==> src/rtl/telegraph_pkg.sv <==
// Telegraph link receiver shared types.
// State encoding, default sync word, payload length helper.
package telegraph_pkg;

  typedef enum logic [1:0] {
    HUNT,
    ADDR,
    LEN,
    DATA
  } state_t;

  localparam logic [3:0] SYNC_DEFAULT = 4'b1011;

  // Length field encodes payload bits minus one.
  function automatic int unsigned payloadLen(
    input int unsigned field
  );
    return field + 1;
  endfunction

endpackage

==> src/rtl/telegraph_frame_rx_if.sv <==
// Serial side and channel side signals of the frame receiver.
// master drives the stream, slave is the receiver.
interface telegraph_frame_rx_if #(
  parameter int N_CH  = 4,
  parameter int LEN_W = 4
);
  localparam int ADDR_W = $clog2(N_CH);

  logic              SerIn;
  logic              ClkEn;
  logic              SerOut;
  logic [N_CH-1:0]   SerOutValid;
  logic              Busy;
  logic [ADDR_W-1:0] Chan;
  logic [LEN_W:0]    CntOut;
  logic              Done;
  logic              Err;

  modport master (
    output SerIn, ClkEn,
    input  SerOut, SerOutValid, Busy,
    input  Chan, CntOut, Done, Err
  );

  modport slave (
    input  SerIn, ClkEn,
    output SerOut, SerOutValid, Busy,
    output Chan, CntOut, Done, Err
  );

endinterface

==> src/rtl/telegraph_sync_detect.sv <==
// Sliding sync word window with compare.
// Match fires on the accepted bit that completes the pattern.
module telegraph_sync_detect
  import telegraph_pkg::*;
#(
  parameter int                SYNC_W    = 4,
  parameter logic [SYNC_W-1:0] SYNC_WORD = SYNC_DEFAULT
) (
  input  logic Clk,
  input  logic Rst,
  input  logic Shift,
  input  logic Clear,
  input  logic SerBit,
  output logic Match
);

  logic [SYNC_W-1:0] window;
  logic [SYNC_W-1:0] nextWin;

  assign nextWin = {window[SYNC_W-2:0], SerBit};
  assign Match   = Shift && (nextWin == SYNC_WORD);

  // Window slides on every hunted bit, cleared at frame end.
  always_ff @(posedge Clk or posedge Rst) begin
    if (Rst) begin
      window <= '0;
    end else if (Clear) begin
      window <= '0;
    end else if (Shift) begin
      window <= nextWin;
    end
  end

endmodule

==> src/rtl/telegraph_frame_rx.sv <==
// Telegraph frame receiver: sync hunt, addr/len fields, payload.
// Payload bits are steered to one of N_CH channel strobes.
module telegraph_frame_rx
  import telegraph_pkg::*;
#(
  parameter int                SYNC_W    = 4,
  parameter logic [SYNC_W-1:0] SYNC_WORD = SYNC_DEFAULT,
  parameter int                N_CH      = 4,
  parameter int                LEN_W     = 4
) (
  input logic Clk,
  input logic Rst,
  telegraph_frame_rx_if.slave Bus
);

  localparam int ADDR_W = $clog2(N_CH);
  localparam int CNT_W  = LEN_W + 1;
  localparam int FLD_W  = (ADDR_W > LEN_W) ? ADDR_W : LEN_W;
  localparam int FC_W   = $clog2(FLD_W + 1);
  localparam int unsigned NCH_U = N_CH;

  state_t            state;
  state_t            stateNext;
  logic [FC_W-1:0]   fieldCnt;
  logic [ADDR_W-1:0] chanQ;
  logic [LEN_W-1:0]  lenQ;
  logic [CNT_W-1:0]  cntQ;
  logic [CNT_W-1:0]  cntInc;
  logic [N_CH-1:0]   validQ;
  logic              serOutQ;
  logic              busyQ;
  logic              doneQ;
  logic              errQ;

  logic huntShift;
  logic syncHit;
  logic addrTake;
  logic addrLast;
  logic lenTake;
  logic lenLast;
  logic dataTake;
  logic dataLast;
  logic winClear;
  logic chanOk;

  telegraph_sync_detect #(
    .SYNC_W    (SYNC_W),
    .SYNC_WORD (SYNC_WORD)
  ) uSync (
    .Clk    (Clk),
    .Rst    (Rst),
    .Shift  (huntShift),
    .Clear  (winClear),
    .SerBit (Bus.SerIn),
    .Match  (syncHit)
  );

  // State register.
  always_ff @(posedge Clk or posedge Rst) begin
    if (Rst) begin
      state <= HUNT;
    end else begin
      state <= stateNext;
    end
  end

  // Next state: only accepted bits move the frame along.
  always_comb begin
    stateNext = state;
    unique case (1'b1)
      syncHit:  stateNext = ADDR;
      addrLast: stateNext = LEN;
      lenLast:  stateNext = DATA;
      dataLast: stateNext = HUNT;
      default:  ;
    endcase
  end

  // Per-state strobes for the datapath, qualified by ClkEn.
  always_comb begin
    huntShift = 1'b0;
    addrTake  = 1'b0;
    lenTake   = 1'b0;
    dataTake  = 1'b0;
    if (Bus.ClkEn) begin
      unique case (1'b1)
        state == HUNT: huntShift = 1'b1;
        state == ADDR: addrTake  = 1'b1;
        state == LEN:  lenTake   = 1'b1;
        state == DATA: dataTake  = 1'b1;
        default:       ;
      endcase
    end
    cntInc   = cntQ + CNT_W'(1);
    chanOk   = 32'(chanQ) < NCH_U;
    addrLast = addrTake &&
      (fieldCnt == FC_W'(ADDR_W - 1));
    lenLast  = lenTake &&
      (fieldCnt == FC_W'(LEN_W - 1));
    dataLast = dataTake &&
      (cntInc == CNT_W'(payloadLen(32'(lenQ))));
    winClear = dataLast;
  end

  // Field shifters, bit counter and output pulse registers.
  always_ff @(posedge Clk or posedge Rst) begin
    if (Rst) begin
      fieldCnt <= '0;
      chanQ    <= '0;
      lenQ     <= '0;
      cntQ     <= '0;
      validQ   <= '0;
      serOutQ  <= 1'b0;
      busyQ    <= 1'b0;
      doneQ    <= 1'b0;
      errQ     <= 1'b0;
    end else begin
      validQ <= '0;
      doneQ  <= 1'b0;
      errQ   <= 1'b0;
      if (syncHit) begin
        busyQ    <= 1'b1;
        cntQ     <= '0;
        fieldCnt <= '0;
      end
      if (addrTake) begin
        chanQ    <= ADDR_W'({chanQ, Bus.SerIn});
        fieldCnt <= addrLast ? '0 : fieldCnt + FC_W'(1);
      end
      if (lenTake) begin
        lenQ     <= LEN_W'({lenQ, Bus.SerIn});
        fieldCnt <= lenLast ? '0 : fieldCnt + FC_W'(1);
      end
      if (dataTake) begin
        serOutQ <= Bus.SerIn;
        cntQ    <= cntInc;
        validQ  <= chanOk ? (N_CH'(1) << chanQ) : '0;
        if (dataLast) begin
          doneQ <= chanOk;
          errQ  <= !chanOk;
          busyQ <= 1'b0;
        end
      end
    end
  end

  assign Bus.SerOut      = serOutQ;
  assign Bus.SerOutValid = validQ;
  assign Bus.Busy        = busyQ;
  assign Bus.Chan        = chanQ;
  assign Bus.CntOut      = cntQ;
  assign Bus.Done        = doneQ;
  assign Bus.Err         = errQ;

endmodule

==> src/flat_wrapper.sv <==
// flat-port wrapper written by rule: the top's interface ports become plain ports
module telegraph_frame_rx_flat import telegraph_pkg::*;
#(
  parameter int                SYNC_W    = 4,
  parameter logic [SYNC_W-1:0] SYNC_WORD = SYNC_DEFAULT,
  parameter int                N_CH      = 4,
  parameter int                LEN_W     = 4
)
  (Clk, Rst, Bus_SerIn, Bus_ClkEn, Bus_SerOut, Bus_SerOutValid, Bus_Busy, Bus_Chan, Bus_CntOut, Bus_Done, Bus_Err);
  telegraph_frame_rx_if #(.N_CH(N_CH), .LEN_W(LEN_W)) Bus_i ();
  input logic Clk;
  input logic Rst;
  input wire logic [$bits(Bus_i.SerIn)-1:0] Bus_SerIn;
  input wire logic [$bits(Bus_i.ClkEn)-1:0] Bus_ClkEn;
  output wire logic [$bits(Bus_i.SerOut)-1:0] Bus_SerOut;
  output wire logic [$bits(Bus_i.SerOutValid)-1:0] Bus_SerOutValid;
  output wire logic [$bits(Bus_i.Busy)-1:0] Bus_Busy;
  output wire logic [$bits(Bus_i.Chan)-1:0] Bus_Chan;
  output wire logic [$bits(Bus_i.CntOut)-1:0] Bus_CntOut;
  output wire logic [$bits(Bus_i.Done)-1:0] Bus_Done;
  output wire logic [$bits(Bus_i.Err)-1:0] Bus_Err;
  assign Bus_i.SerIn = Bus_SerIn;
  assign Bus_i.ClkEn = Bus_ClkEn;
  assign Bus_SerOut = Bus_i.SerOut;
  assign Bus_SerOutValid = Bus_i.SerOutValid;
  assign Bus_Busy = Bus_i.Busy;
  assign Bus_Chan = Bus_i.Chan;
  assign Bus_CntOut = Bus_i.CntOut;
  assign Bus_Done = Bus_i.Done;
  assign Bus_Err = Bus_i.Err;
  telegraph_frame_rx #(.SYNC_W(SYNC_W), .SYNC_WORD(SYNC_WORD), .N_CH(N_CH), .LEN_W(LEN_W)) u_core (.Clk(Clk), .Rst(Rst), .Bus(Bus_i));
endmodule
==> config.mk <==
export PLATFORM = sky130hd
export DESIGN_NAME = telegraph_frame_rx_flat
export DESIGN_NICKNAME = d
export VERILOG_FILES = /design/src/rtl/telegraph_pkg.sv /design/src/rtl/telegraph_frame_rx_if.sv /design/src/rtl/telegraph_sync_detect.sv /design/src/rtl/telegraph_frame_rx.sv /design/src/flat_wrapper.sv
export SDC_FILE = /design/constraint.sdc
export NUM_CORES = 1
export LEC_CHECK = 0
export CORE_MARGIN = 1
export CORE_UTILIZATION = 57
export DETAILED_ROUTE_END_ITERATION = 8
export PLACE_DENSITY = 0.89
export SETUP_SLACK_MARGIN = 0.15
export SYNTH_ARGS = -nofsm -noshare
export SYNTH_HDL_FRONTEND = slang
export SYNTH_SLANG_ARGS = --single-unit
==> constraint.sdc <==
create_clock -name Clk -period 2.7 [get_ports Clk]
set_clock_uncertainty 0.1 [all_clocks]
set_input_delay 0.405 -clock Clk [delete_from_list [all_inputs] [get_ports Clk]]
set_output_delay 0.405 -clock Clk [all_outputs]
set_load 0.005 [all_outputs]
==> summary.txt <==
Critical path
  – Setup crit start kind: flip-flop
  – Worst R2R Setup Slack: 0.61 ns
  – Critical Path Fanout Max: 7
  – Crit Reg-Reg Endpoint: u_core.Bus.Busy
  – Crit path capture: u_core.Bus.Busy
  – CP startpoint: u_core.Bus.CntOut[0]
  – Worst Setup End Kind: flip-flop
  – Reg2Reg Launch Point: u_core.Bus.CntOut[0]
  – CP required: 2.80 ns
  – Arrival time at the worst endpoint: 2.19 ns
  – Worst R2R Path Depth: 6
  – Crit Path Class: flip-flop to flip-flop

Synthesis
  – Number of synthesized register bits: 26
  – EDFF count, synth: 0
  – Seq/Total Area, Yosys: 49.3%
  – Cells after Synth: between 100 and 150
  – Largest cells by area after synthesis: dfrtp_1 49%, mux2_2 5.1%, ha_1 4.7%
  – Post-Syn Area: 1320 um^2
  – Commonest cells post-synth: 26 x dfrtp_1, 16 x nand2_1, 10 x nor2_1
  – Prevailing post-synth register cell: dfrtp_1
  – Yosys top cell area share: just under 50%
  – Asr flop ratio synth: 100%
  – Area leader, netlist: dfrtp_1
  – Synthesized Nets: ~130
  – Yosys warns: 0
  – Syn_area_per_cell: 10.7 um^2
  – Count leader, synth: dfrtp_1
  – Synth cell types: 30

Global route
  – Global route overflow: 0
  – Vias in the first global route: about 920
  – First-pass GRT wire length: ~4200 um
  – Initial antenna violation count: 0
  – Pin count of the biggest net entering global routing: 27
  – Gr usage total: between 20% and 30%

Layout
  – ANT cells: 0
  – Final nets: ~150
  – Layout area overhead: 16.8%
  – Final Util: 70.4%
  – Fraction of layout cells with a size suffix above 1: 14.9%

Clock network
  – Worst-Skew Late Latency: about 0.31 ns
  – TritonCTS buffer count: 3
  – CTS H-tree depth: 1
  – Clock sink total: 26
  – CTS Root Cell: clkbuf_4
  – CTS Hold Bufs: 0
  – Clk slew on worst S/H paths: 0.14 ns
  – Setup Fix Bufs, Post-CTS: 0
  – CTS tree: done
  – Post-cts sizing count: 0
  – Max Buffers Root-to-Sink: 2

Floorplan
  – Core Area: 2190 um^2
  – Die area: ~2500 um^2
  – Number of I/O pins: 19
  – Die width: roughly 50 um
  – Die H: 50.1 um
  – Cell Rows: 17
  – Initial Utilization: 60.3%

Timing
  – Tmin final: 2.09 ns
  – Maximum clock rate: approximately 480 MHz
  – Fin Hold WS: between 0.3 and 0.4 ns
  – Final Hold Fails: 0
  – RSZ-0062 raised after global routing: no
  – Tcrit/Tclk final: 77.4%
  – Final Max Slew Viols: 0
  – Setup TNS: 0 ns
  – Final setup fails: 0

Drt
  – Post-route ant nets: 0
  – Residual DRC: 0
  – Post-DR vias/cell: 5.54
  – Pre-antenna DRT Iters: 4
  – Final wirelength: 2430 um
  – DRT iter0 DRCs: 21
  – Via count: 936
  – Post-DR wirelength/cell: 14.4 um

Run status
  – Outcome: finished clean

Power
  – Worst ir drop on vdd: 0.000597 V
  – Lkg Pwr: 0.000689 uW
  – Cell area power density: 1040 nW/um^2

Place
  – IO Port Bufs: 17
  – RePlAce Congestion: slightly above 0.8
  – DPL Wire Length: 1740 um

Hold path
  – Hold crit path type: input port to asynchronous set/reset pin

Flow run
  – Max cap viols: 0
-- worst max-delay path: stages (launching register included) --
cell and delay (ns):
dfrtp_1 0.49, ha_1 0.28, xor2_1 0.27, xnor2_1 0.21, nand4_2 0.16, nor3_4 0.37
nor2_1 0.09
-- area by class of cell --
class,instances,area (um^2)
clock buffer,4,36.3
fill,168,649
inverter,4,15.0
sequential,26,651
tap,28,35.0
multi-input combinational,89,627
timing repair buffer,18,178
-- worst min path at each step --
stage	endpoint	slack (ns)	depth (start not counted)
final	u_core.Bus.CntOut[1]	0.32	3
after global routing	u_core.Bus.CntOut[1]	0.33	3
after CTS	u_core.Bus.CntOut[1]	0.33	3
after detailed placement	u_core.Bus.SerOut	0.38	2
after global placement	u_core.Bus.SerOut	0.36	2
after floorplan	u_core.Bus.Busy	0.35	1
-- cells in the final DEF (no fill, tap or decap), types with 3 or more instances in the layout --
| cell | n |
|---|---|
| nor2_1 | 10 |
| o21ai_0 | 8 |
| nand2_1 | 16 |
| mux2i_1 | 3 |
| xor2_1 | 3 |
| ha_1 | 5 |
| inv_1 | 4 |
| clkbuf_4 | 3 |
| xnor2_1 | 6 |
| dfrtp_1 | 26 |
| nor2b_1 | 3 |
| clkdlybuf4s50_1 | 17 |
| mux2_2 | 6 |
| nand3_1 | 7 |
-- per-layer routing --
metal  share of wire (%)  vias to the layer above  track usage (%)  routed length [um]
li1                    -                      451                -                   -
met1                  43                      456             28.9                1050
met2                  51                       24             37.1                1250
met3                 3.7                        5             2.78                  89
met4                 1.7                        0             11.9                  41
met5                   0                        -                0                   0
-- sequential cells by signal, summed over array words and instances, names as in the netlist --
name,cells
u_core.Bus.CntOut,5
u_core.Bus.SerOut,1
u_core.uSync.window,3
u_core.Bus.SerOutValid,4
u_core.Bus.Done,1
u_core.Bus.Busy,1
u_core.state,2
u_core.fieldCnt,3
u_core.Bus.Chan,2
u_core.lenQ,4
-- metrics by stage --
step / setup WS, ns / power, uW / instance area, um^2 / instances
finish: 0.610 / 1610 / 1540 / 169
detailed placement: 0.388 / 1400 / 1510 / 165
CTS: 0.593 / 1620 / 1540 / 169
global placement: 0.456 / 1360 / 1510 / 165
floorplan: 0.948 / 1170 / 1320 / 123
global route: 0.519 / 1730 / 1540 / 169
-- where the power goes --
| part | internal, uW | total, uW | switching (uW) |
|---|---|---|---|
| combinational | 370 | 709 | 339 |
| clock | 82.4 | 191 | 109 |
| sequential | 534 | 707 | 173 |
| total | 986 | 1610 | 620 |
-- cell families (layout without fill, tap and decap cells) --
family,count (synthesis),after routing,share of synthesized area [%]
other,1,1,0.284
adder cells (fa/ha/maj),5,5,4.74
AO/OA/AOI/OAI,16,16,7.39
XOR/XNOR,10,10,7.20
multiplexers,9,9,7.39
buffers and inverters,8,26,3.22
AND/OR/NAND/NOR,48,48,20.5
flip-flops,26,26,49.3
(Power assumes the default switching activity.)
